**src/rtl/io_port_responder_if.sv**
```systemverilog
// Data-bus bundle between the single-cycle MIPS core and the I/O responder.
// The core side drives the access; the responder answers combinationally.
interface io_port_responder_if;
    logic        MemWrite;
    logic        MemRead;
    logic [31:0] Address;
    logic [31:0] WriteData;
    logic [31:0] ReadData;
    logic        Hit;

    modport master (
        output MemWrite, MemRead, Address, WriteData,
        input  ReadData, Hit
    );

    modport slave (
        input  MemWrite, MemRead, Address, WriteData,
        output ReadData, Hit
    );
endinterface

```
**src/rtl/io_port_responder.sv**
```systemverilog
// Memory-mapped I/O responder: PORT_OUT/PORT_IN registers, sticky status and a
// down-counter timer that is only built when the IO_TIMER_EN macro is defined.
module io_port_responder #(
    parameter logic [31:0] BASE_ADDR   = 32'h1001_0040,
    parameter int          TIMER_WIDTH = 32
) (
    input  logic                clk,
    input  logic                reset,
    io_port_responder_if.slave  bus,
    input  logic [7:0]          PortIn,
    output logic [31:0]         PortOut,
    output logic                IRQ
);

    logic [31:0] port_out_q, port_out_d;
    logic [7:0]  sync1_q, sync1_d, sync2_q, sync2_d, prev_q, prev_d;
    logic [1:0]  status_q, status_d;
    logic        irq_q, irq_d;
    logic        hit, we;
    logic [2:0]  offset;
    logic [31:0] rdata;
    logic        expire;
    logic [31:0] load_rd, count_rd, ctrl_rd;
    logic        unused_addr_lsbs;

    assign hit              = (bus.Address[31:5] == BASE_ADDR[31:5]);
    assign offset           = bus.Address[4:2];
    assign we               = bus.MemWrite & hit;
    assign unused_addr_lsbs = ^bus.Address[1:0];

`ifdef IO_TIMER_EN
    logic [TIMER_WIDTH-1:0] load_q, load_d, count_q, count_d;
    logic [1:0]             ctrl_q, ctrl_d;

    always_comb begin
        load_d  = load_q;
        count_d = count_q;
        ctrl_d  = ctrl_q;
        expire  = 1'b0;
        if (ctrl_q[0] && (count_q != '0)) begin
            if (count_q == TIMER_WIDTH'(1)) begin
                expire  = 1'b1;
                count_d = ctrl_q[1] ? load_q : '0;
            end else begin
                count_d = count_q - TIMER_WIDTH'(1);
            end
        end
        // A software reload beats the hardware count update on the same edge.
        if (we && (offset == 3'd3)) begin
            load_d  = bus.WriteData[TIMER_WIDTH-1:0];
            count_d = bus.WriteData[TIMER_WIDTH-1:0];
        end
        if (we && (offset == 3'd5)) begin
            ctrl_d = bus.WriteData[1:0];
        end
    end

    always_ff @(posedge clk) begin
        if (reset) begin
            load_q  <= '0;
            count_q <= '0;
            ctrl_q  <= '0;
        end else begin
            load_q  <= load_d;
            count_q <= count_d;
            ctrl_q  <= ctrl_d;
        end
    end

    assign load_rd  = 32'(load_q);
    assign count_rd = 32'(count_q);
    assign ctrl_rd  = {30'b0, ctrl_q};
`else
    localparam int unused_timer_width = TIMER_WIDTH;

    assign expire   = 1'b0;
    assign load_rd  = 32'b0;
    assign count_rd = 32'b0;
    assign ctrl_rd  = 32'b0;
`endif

    always_comb begin
        port_out_d = port_out_q;
        sync1_d    = PortIn;
        sync2_d    = sync1_q;
        prev_d     = sync2_q;
        status_d   = status_q;
        if (we && (offset == 3'd0)) begin
            port_out_d = bus.WriteData;
        end
        if (we && (offset == 3'd2)) begin
            status_d = status_q & ~bus.WriteData[1:0];
        end
        // Hardware sets are applied after the W1C so they win a same-edge clear.
        if (sync2_q != prev_q) begin
            status_d[0] = 1'b1;
        end
        if (expire) begin
            status_d[1] = 1'b1;
        end
        irq_d = |status_d;
    end

    always_ff @(posedge clk) begin
        if (reset) begin
            port_out_q <= '0;
            sync1_q    <= '0;
            sync2_q    <= '0;
            prev_q     <= '0;
            status_q   <= '0;
            irq_q      <= 1'b0;
        end else begin
            port_out_q <= port_out_d;
            sync1_q    <= sync1_d;
            sync2_q    <= sync2_d;
            prev_q     <= prev_d;
            status_q   <= status_d;
            irq_q      <= irq_d;
        end
    end

    always_comb begin
        rdata = 32'b0;
        if (bus.MemRead && hit) begin
            case (offset)
                3'd0:    rdata = port_out_q;
                3'd1:    rdata = {24'b0, sync2_q};
                3'd2:    rdata = {30'b0, status_q};
                3'd3:    rdata = load_rd;
                3'd4:    rdata = count_rd;
                3'd5:    rdata = ctrl_rd;
                default: rdata = 32'b0;
            endcase
        end
    end

    assign bus.ReadData = rdata;
    assign bus.Hit      = hit;
    assign PortOut      = port_out_q;
    assign IRQ          = irq_q;

endmodule

```
**src/flat_wrapper.sv**
```systemverilog
// flat-port wrapper written by rule: the top's interface ports become plain ports
module io_port_responder_flat 
#(
    parameter logic [31:0] BASE_ADDR   = 32'h1001_0040,
    parameter int          TIMER_WIDTH = 32
)
  (clk, reset, PortIn, PortOut, IRQ, bus_MemWrite, bus_MemRead, bus_Address, bus_WriteData, bus_ReadData, bus_Hit);
  io_port_responder_if bus_i ();
  input  logic clk;
  input  logic reset;
  input  logic [7:0] PortIn;
  output logic [31:0] PortOut;
  output logic IRQ;
  input wire logic [$bits(bus_i.MemWrite)-1:0] bus_MemWrite;
  input wire logic [$bits(bus_i.MemRead)-1:0] bus_MemRead;
  input wire logic [$bits(bus_i.Address)-1:0] bus_Address;
  input wire logic [$bits(bus_i.WriteData)-1:0] bus_WriteData;
  output wire logic [$bits(bus_i.ReadData)-1:0] bus_ReadData;
  output wire logic [$bits(bus_i.Hit)-1:0] bus_Hit;
  assign bus_i.MemWrite = bus_MemWrite;
  assign bus_i.MemRead = bus_MemRead;
  assign bus_i.Address = bus_Address;
  assign bus_i.WriteData = bus_WriteData;
  assign bus_ReadData = bus_i.ReadData;
  assign bus_Hit = bus_i.Hit;
  io_port_responder #(.BASE_ADDR(BASE_ADDR), .TIMER_WIDTH(TIMER_WIDTH)) u_core (.clk(clk), .reset(reset), .bus(bus_i), .PortIn(PortIn), .PortOut(PortOut), .IRQ(IRQ));
endmodule
```
**config.mk**
```make
export PLATFORM = sky130hd
export DESIGN_NAME = io_port_responder_flat
export DESIGN_NICKNAME = d
export VERILOG_FILES = /design/src/rtl/io_port_responder_if.sv /design/src/rtl/io_port_responder.sv /design/src/flat_wrapper.sv
export SDC_FILE = /design/constraint.sdc
export NUM_CORES = 1
export LEC_CHECK = 0
export BUFFER_PORTS_ARGS = -buffer_cell sky130_fd_sc_hd__buf_4
export CAP_MARGIN = 10
export CORE_ASPECT_RATIO = 1.1
export CORE_MARGIN = 2
export CORE_UTILIZATION = 44
export CTS_CLUSTER_SIZE = 25
export DETAILED_ROUTE_END_ITERATION = 16
export MAX_ROUTING_LAYER = met4
export PLACE_DENSITY_LB_ADDON = 0.15
export SYNTH_ARGS = -nofsm -noshare
export SYNTH_HDL_FRONTEND = slang
export SYNTH_SLANG_ARGS = --single-unit
```
**constraint.sdc**
```tcl
create_clock -name clk -period 2.9 [get_ports clk]
set_clock_uncertainty 0.05 [all_clocks]
set_input_delay 0.29 -clock clk [delete_from_list [all_inputs] [get_ports clk]]
set_output_delay 0.29 -clock clk [all_outputs]
set_load 0.01 [all_outputs]
```
# Yosys cells after proc, flatten, opt, wreduce, memory -nomap -nowiden
# Cells that the tools add are included.
[op_classes]
muxes = 4
bitwise = 3
n_eq_ne = 4
reduce_logical = 5
[ops]
columns = ["op", "count"]
rows = [
  ["$pmux 32 s3", 1],
  ["$mux 32", 1],
  ["$eq 27x24->1 const B", 1],
  ["$ne 8x8->1", 1],
  ["$eq 3x1->1 const B", 1],
  ["$eq 3x2->1 const B", 1],
  ["$logic_and 1x1->1", 3],
  ["$logic_not 3->1", 1],
  ["$and 2x2->2", 1],
  ["$mux 2", 1],
  ["$not 2->2", 1],
  ["$reduce_or 2->1", 1],
  ["$and 1x1->1", 1],
  ["$mux 1", 1],
]
[word_totals]
reg_bits = 59
elab_cells = 22

# Longest topological paths before layout
[logic_depth]
ltp_word = 6
mapped_depth = 7
mapped_depth_nobuf = 5

# Worst setup path after synthesis
# No wires, ideal clock.
[synth_path]
kind = "input -> register"
start = "in bus_Address[17]"
end = "reg u_core.port_out_q[10], in the netlist u_core.PortOut[10]"
arrival_time_ns = 2.086
t_required_ns = 2.707
n_path_buf = 2
path_slack_ns = 0.621
path_stages = 7
path_cell_list = "or4_4 > or4_4 > or3_1 > buf_6 > buf_6 > nand2_2 > a21oi_2"
[synth_via]
elab_chain_cells = 3
[synth_lines]
columns = ["item", "line_no", "text"]
rows = [
  ["from (decl)", "flat_wrapper.sv:16", "input wire logic [$bits(bus_i.Address)-1:0] bus_Address;"],
  ["$eq 27x24->1", "io_port_responder.sv:26", "assign hit = (bus.Address[31:5] == BASE_ADDR[31:5]);"],
  ["$and 1x1->1", "io_port_responder.sv:28", "assign we = bus.MemWrite & hit;"],
  ["$logic_and 1x1->1", "io_port_responder.sv:88", "if (we && (offset == 3'd0)) begin"],
  ["to (signal assigned)", "io_port_responder.sv:113", "port_out_q <= port_out_d;"],
  ["to (decl)", "io_port_responder.sv:15", "logic [31:0] port_out_q, port_out_d;"],
]
# Every way passes these cells.
# A chain may end at the register's enable or synchronous reset.

# Worst setup path in the final report
[layout_path]
start = "in bus_Address[18]"
end = "out bus_ReadData[30]"
[layout_via]
elab_chain_cells = 3
[layout_lines]
columns = ["item", "line_no", "text"]
rows = [
  ["$eq 27x24->1", "io_port_responder.sv:26", ""],
  ["$logic_and 1x1->1", "io_port_responder.sv:124", "if (bus.MemRead && hit) begin"],
  ["$mux 32", "io_port_responder.sv:124", ""],
  ["to (decl)", "flat_wrapper.sv:18", "output wire logic [$bits(bus_i.ReadData)-1:0] bus_ReadData;"],
]
# Every way passes these cells.

==> impl_metrics.env <==
export IMPL_hold_viol_final=0
export IMPL_crit_top_cell="buf_4"
export IMPL_slowest_delay_ps=340
export IMPL_insertion_delay_ps=320
export IMPL_fin_nets=490
export IMPL_clk_pin_slew_ps=60
export IMPL_port_buffers=139
export IMPL_async_flop_share=0
export IMPL_grt_max_degree=59
export IMPL_insertedDiodeCount=0
export IMPL_synth_seq_cells=59
export IMPL_rows=28
export IMPL_arrival_ps=1980
export IMPL_endpoint_kind="primary output"
export IMPL_cp_start_kind="input port"
export IMPL_grt_pass1_vias=2147
export IMPL_wl_met2_um=2950
export IMPL_clock_path_buffers=2
export IMPL_syn_to_final_growth_pct=49.1
export IMPL_synth_top_cell_area_share=0.473
export IMPL_ios=142
export IMPL_core_um2=5430
export IMPL_wl_per_cell_um=11.9
export IMPL_dr_pass1_iters=4
export IMPL_slew_headroom=0.560
export IMPL_leakage_nw=1.61
export IMPL_syn_nets=351
export IMPL_place_ws_ps=437
export IMPL_reg2reg_from="u_core.prev_d[3]"
export IMPL_drv_cap=0
export IMPL_ys_types=32
export IMPL_setup_ws_ps=585
export IMPL_post_cts_buffers=0
export IMPL_cts_buffers=9
export IMPL_period_minus_slack_ps=2320
export IMPL_cts_tree="built"
export IMPL_status="completed"
export IMPL_dp_cells=478
export IMPL_ant_nets=0
export IMPL_yosysSeqAreaShare=0.473
export IMPL_gp_congestion=0.769
export IMPL_syn_inst=275
export IMPL_overflow=0
export IMPL_synth_area_um2=2500
export IMPL_grt_pass1_wl_um=9380
export IMPL_drive_above_1_share=0.456
export IMPL_fill_cells=457
export IMPL_reg2reg_to="u_core.IRQ"
export IMPL_die_area_um2=6300
export IMPL_drc=0
export IMPL_highest_layer="met4"
export IMPL_vdd_ir_drop_worst_mv=0.331
export IMPL_syn_avg_cell_area_um2=9.08
export IMPL_slew_viol_final=0
export IMPL_rsz0062_at_grt="no"
export IMPL_crit_required_ps=2560
export IMPL_die_w_um=75.8
export IMPL_setup_viol=0
export IMPL_root_buffer="clkbuf_8"
export IMPL_vias_per_cell=4.58
export IMPL_cellPowerDensity_nw_per_um2=430
export IMPL_wl_um=5880
export IMPL_wl_met3_um=374
export IMPL_yosysMostFrequentCell="dfxtp_1"
export IMPL_synth_common_cells="59 x dfxtp_1, 51 x nand2_1, 26 x nor2b_1"
export IMPL_instances_no_fill=494
export IMPL_antenna_found_initial=0
export IMPL_path_delay_family="simple AND/OR/NAND/NOR gates"
export IMPL_holdBufCountCts=0
export IMPL_cts_sinks=59
export IMPL_min_delay_start="PortIn[4]"
export IMPL_die_h_um=83.0
export IMPL_vias=2261
export IMPL_worstRegToRegCells=5
export IMPL_yosys_most_used_dff="dfxtp_1"
export IMPL_crit_chain="buf_4 > nor4b_1 > nand4_1 > nand4b_1 > nor2_1 > buf_4 > and2_1 > buf_4"
export IMPL_postCtsResizedCells=0
export IMPL_synth_largest_area_cell="dfxtp_1"
export IMPL_hpwl_um=4390
export IMPL_first_iter_violations=111
export IMPL_htree_levels=3
export IMPL_wl_met1_um=2460
export IMPL_critPathBufInv=3
export IMPL_tightest_slew_ps=660
export IMPL_hold_class="input port to flip-flop"
export IMPL_synth_edf_count=0
export IMPL_crit_type="input port to primary output"
export IMPL_tns_ps=0
export IMPL_start_util=0.460
export IMPL_crit_fanout=24
export IMPL_timing_final_crit_share=0.798
export IMPL_ys_warn_count=0
export IMPL_reg2reg_slack_ps=1450
export IMPL_fmax_mhz=432
export IMPL_crit_path_top_delay_cell="nand4_1"
export IMPL_synthTopCellsByArea="dfxtp_1 47%, nand2_1 7.7%, nor2b_1 6.5%"
export IMPL_hold_depth=2
export IMPL_grt_util_all_layers=0.197
export IMPL_hold_end="u_core.sync1_q[4]"
-- metal layers --
metal,up-vias,global-route usage
met5,-,-
met4,0,0.0925
met3,8,0.0461
met2,72,0.324
met1,1006,0.218
li1,1175,-
-- worst reg2reg max path, cell delays in order (launching register included) --
cell	delay (ps)
dfxtp_1	320
xnor2_1	160
nand4_1	170
nor4_1	250
a311oi_1	140
or2_1	250
-- per-stage QoR --
step / hold WS [ps] / power [mW] / utilization / instance area [um2]
after floorplan: 324 / 0.900 / - / 2500
after global placement: 368 / 0.978 / 0.654 / 3550
after detailed placement: 374 / 0.981 / 0.654 / 3550
after CTS: 112 / 1.62 / 0.686 / 3720
after global routing: 122 / 1.68 / 0.686 / 3720
final: 127 / 1.60 / 0.686 / 3720
-- state kept, by name, indices dropped and copies added, names as in the netlist --
name,count
u_core.sync1_q,8
u_core.PortOut,32
u_core.status_q,2
u_core.prev_d,8
u_core.prev_q,8
u_core.IRQ,1
-- worst max-delay path by stage --
| stage | to | from | depth (start not counted) |
|---|---|---|---|
| 6_report | bus_ReadData[30] | bus_Address[18] | 8 |
| 5_1_grt | bus_ReadData[14] | bus_Address[18] | 8 |
| 4_1_cts | bus_ReadData[30] | bus_Address[22] | 8 |
| 3_5_place_dp | u_core.PortOut[27] | bus_Address[22] | 7 |
| 3_3_place_gp | u_core.PortOut[30] | bus_Address[17] | 7 |
| 2_1_floorplan | u_core.PortOut[10] | bus_Address[17] | 7 |
-- power breakdown --
| part | switching, mW | internal (mW) | leakage, nW |
|---|---|---|---|
| clock | 0.285 | 0.355 | 0.0905 |
| combinational | 0.0435 | 0.0845 | 1.04 |
| sequential | 0.00684 | 0.827 | 0.480 |
-- placed cells by master, fill, tap and decap left out --
master    synthesis  layout
nor2b_1          26      26
xnor2_1           8       8
or2_1             1       1
clkinv_2          0       2
nor3_1            3       3
nor3b_1           1       1
nand4b_1          1       1
nor4b_1           2       2
and3_1            2       2
a311oi_1          1       1
or3b_2            2       2
clkbuf_8          2      11
nor2_1            7       7
nand3_1           2       2
or4_1             1       1
a21oi_2          14      14
nor3_4            1       1
nand2_2          14      14
nand4_1           3       3
or3_1             1       1
clkbuf_1          7       3
or4_4             2       2
mux2i_1           8       8
dfxtp_1          59      59
a21oi_1          18      18
buf_4             1     145
nand2_1          51      51
and2_1           24      24
nor4_1            3       3
o21ai_0           2       2
inv_1             1       1
-- cells by family (layout without fill, tap and decap cells) --
logic type / after synthesis / in the layout / synth area share
simple gates: 147 / 147 / 0.322
compound gates: 35 / 35 / 0.0927
mux: 8 / 8 / 0.0321
buf+inv: 18 / 162 / 0.0526
flops: 59 / 59 / 0.473
xor+xnor: 8 / 8 / 0.0281
-- cell type report --
class,instances,area (um2),area share
tap,75,93.8,0.0252
multi-input combinational,198,1180,0.318
inverter,1,3.75,0.00101
timing repair buffer,145,1090,0.292
sequential,59,1180,0.317
clock inverter,2,10.0,0.00269
clock buffer,14,163,0.0437
Power figures use the tool's default switching activity.
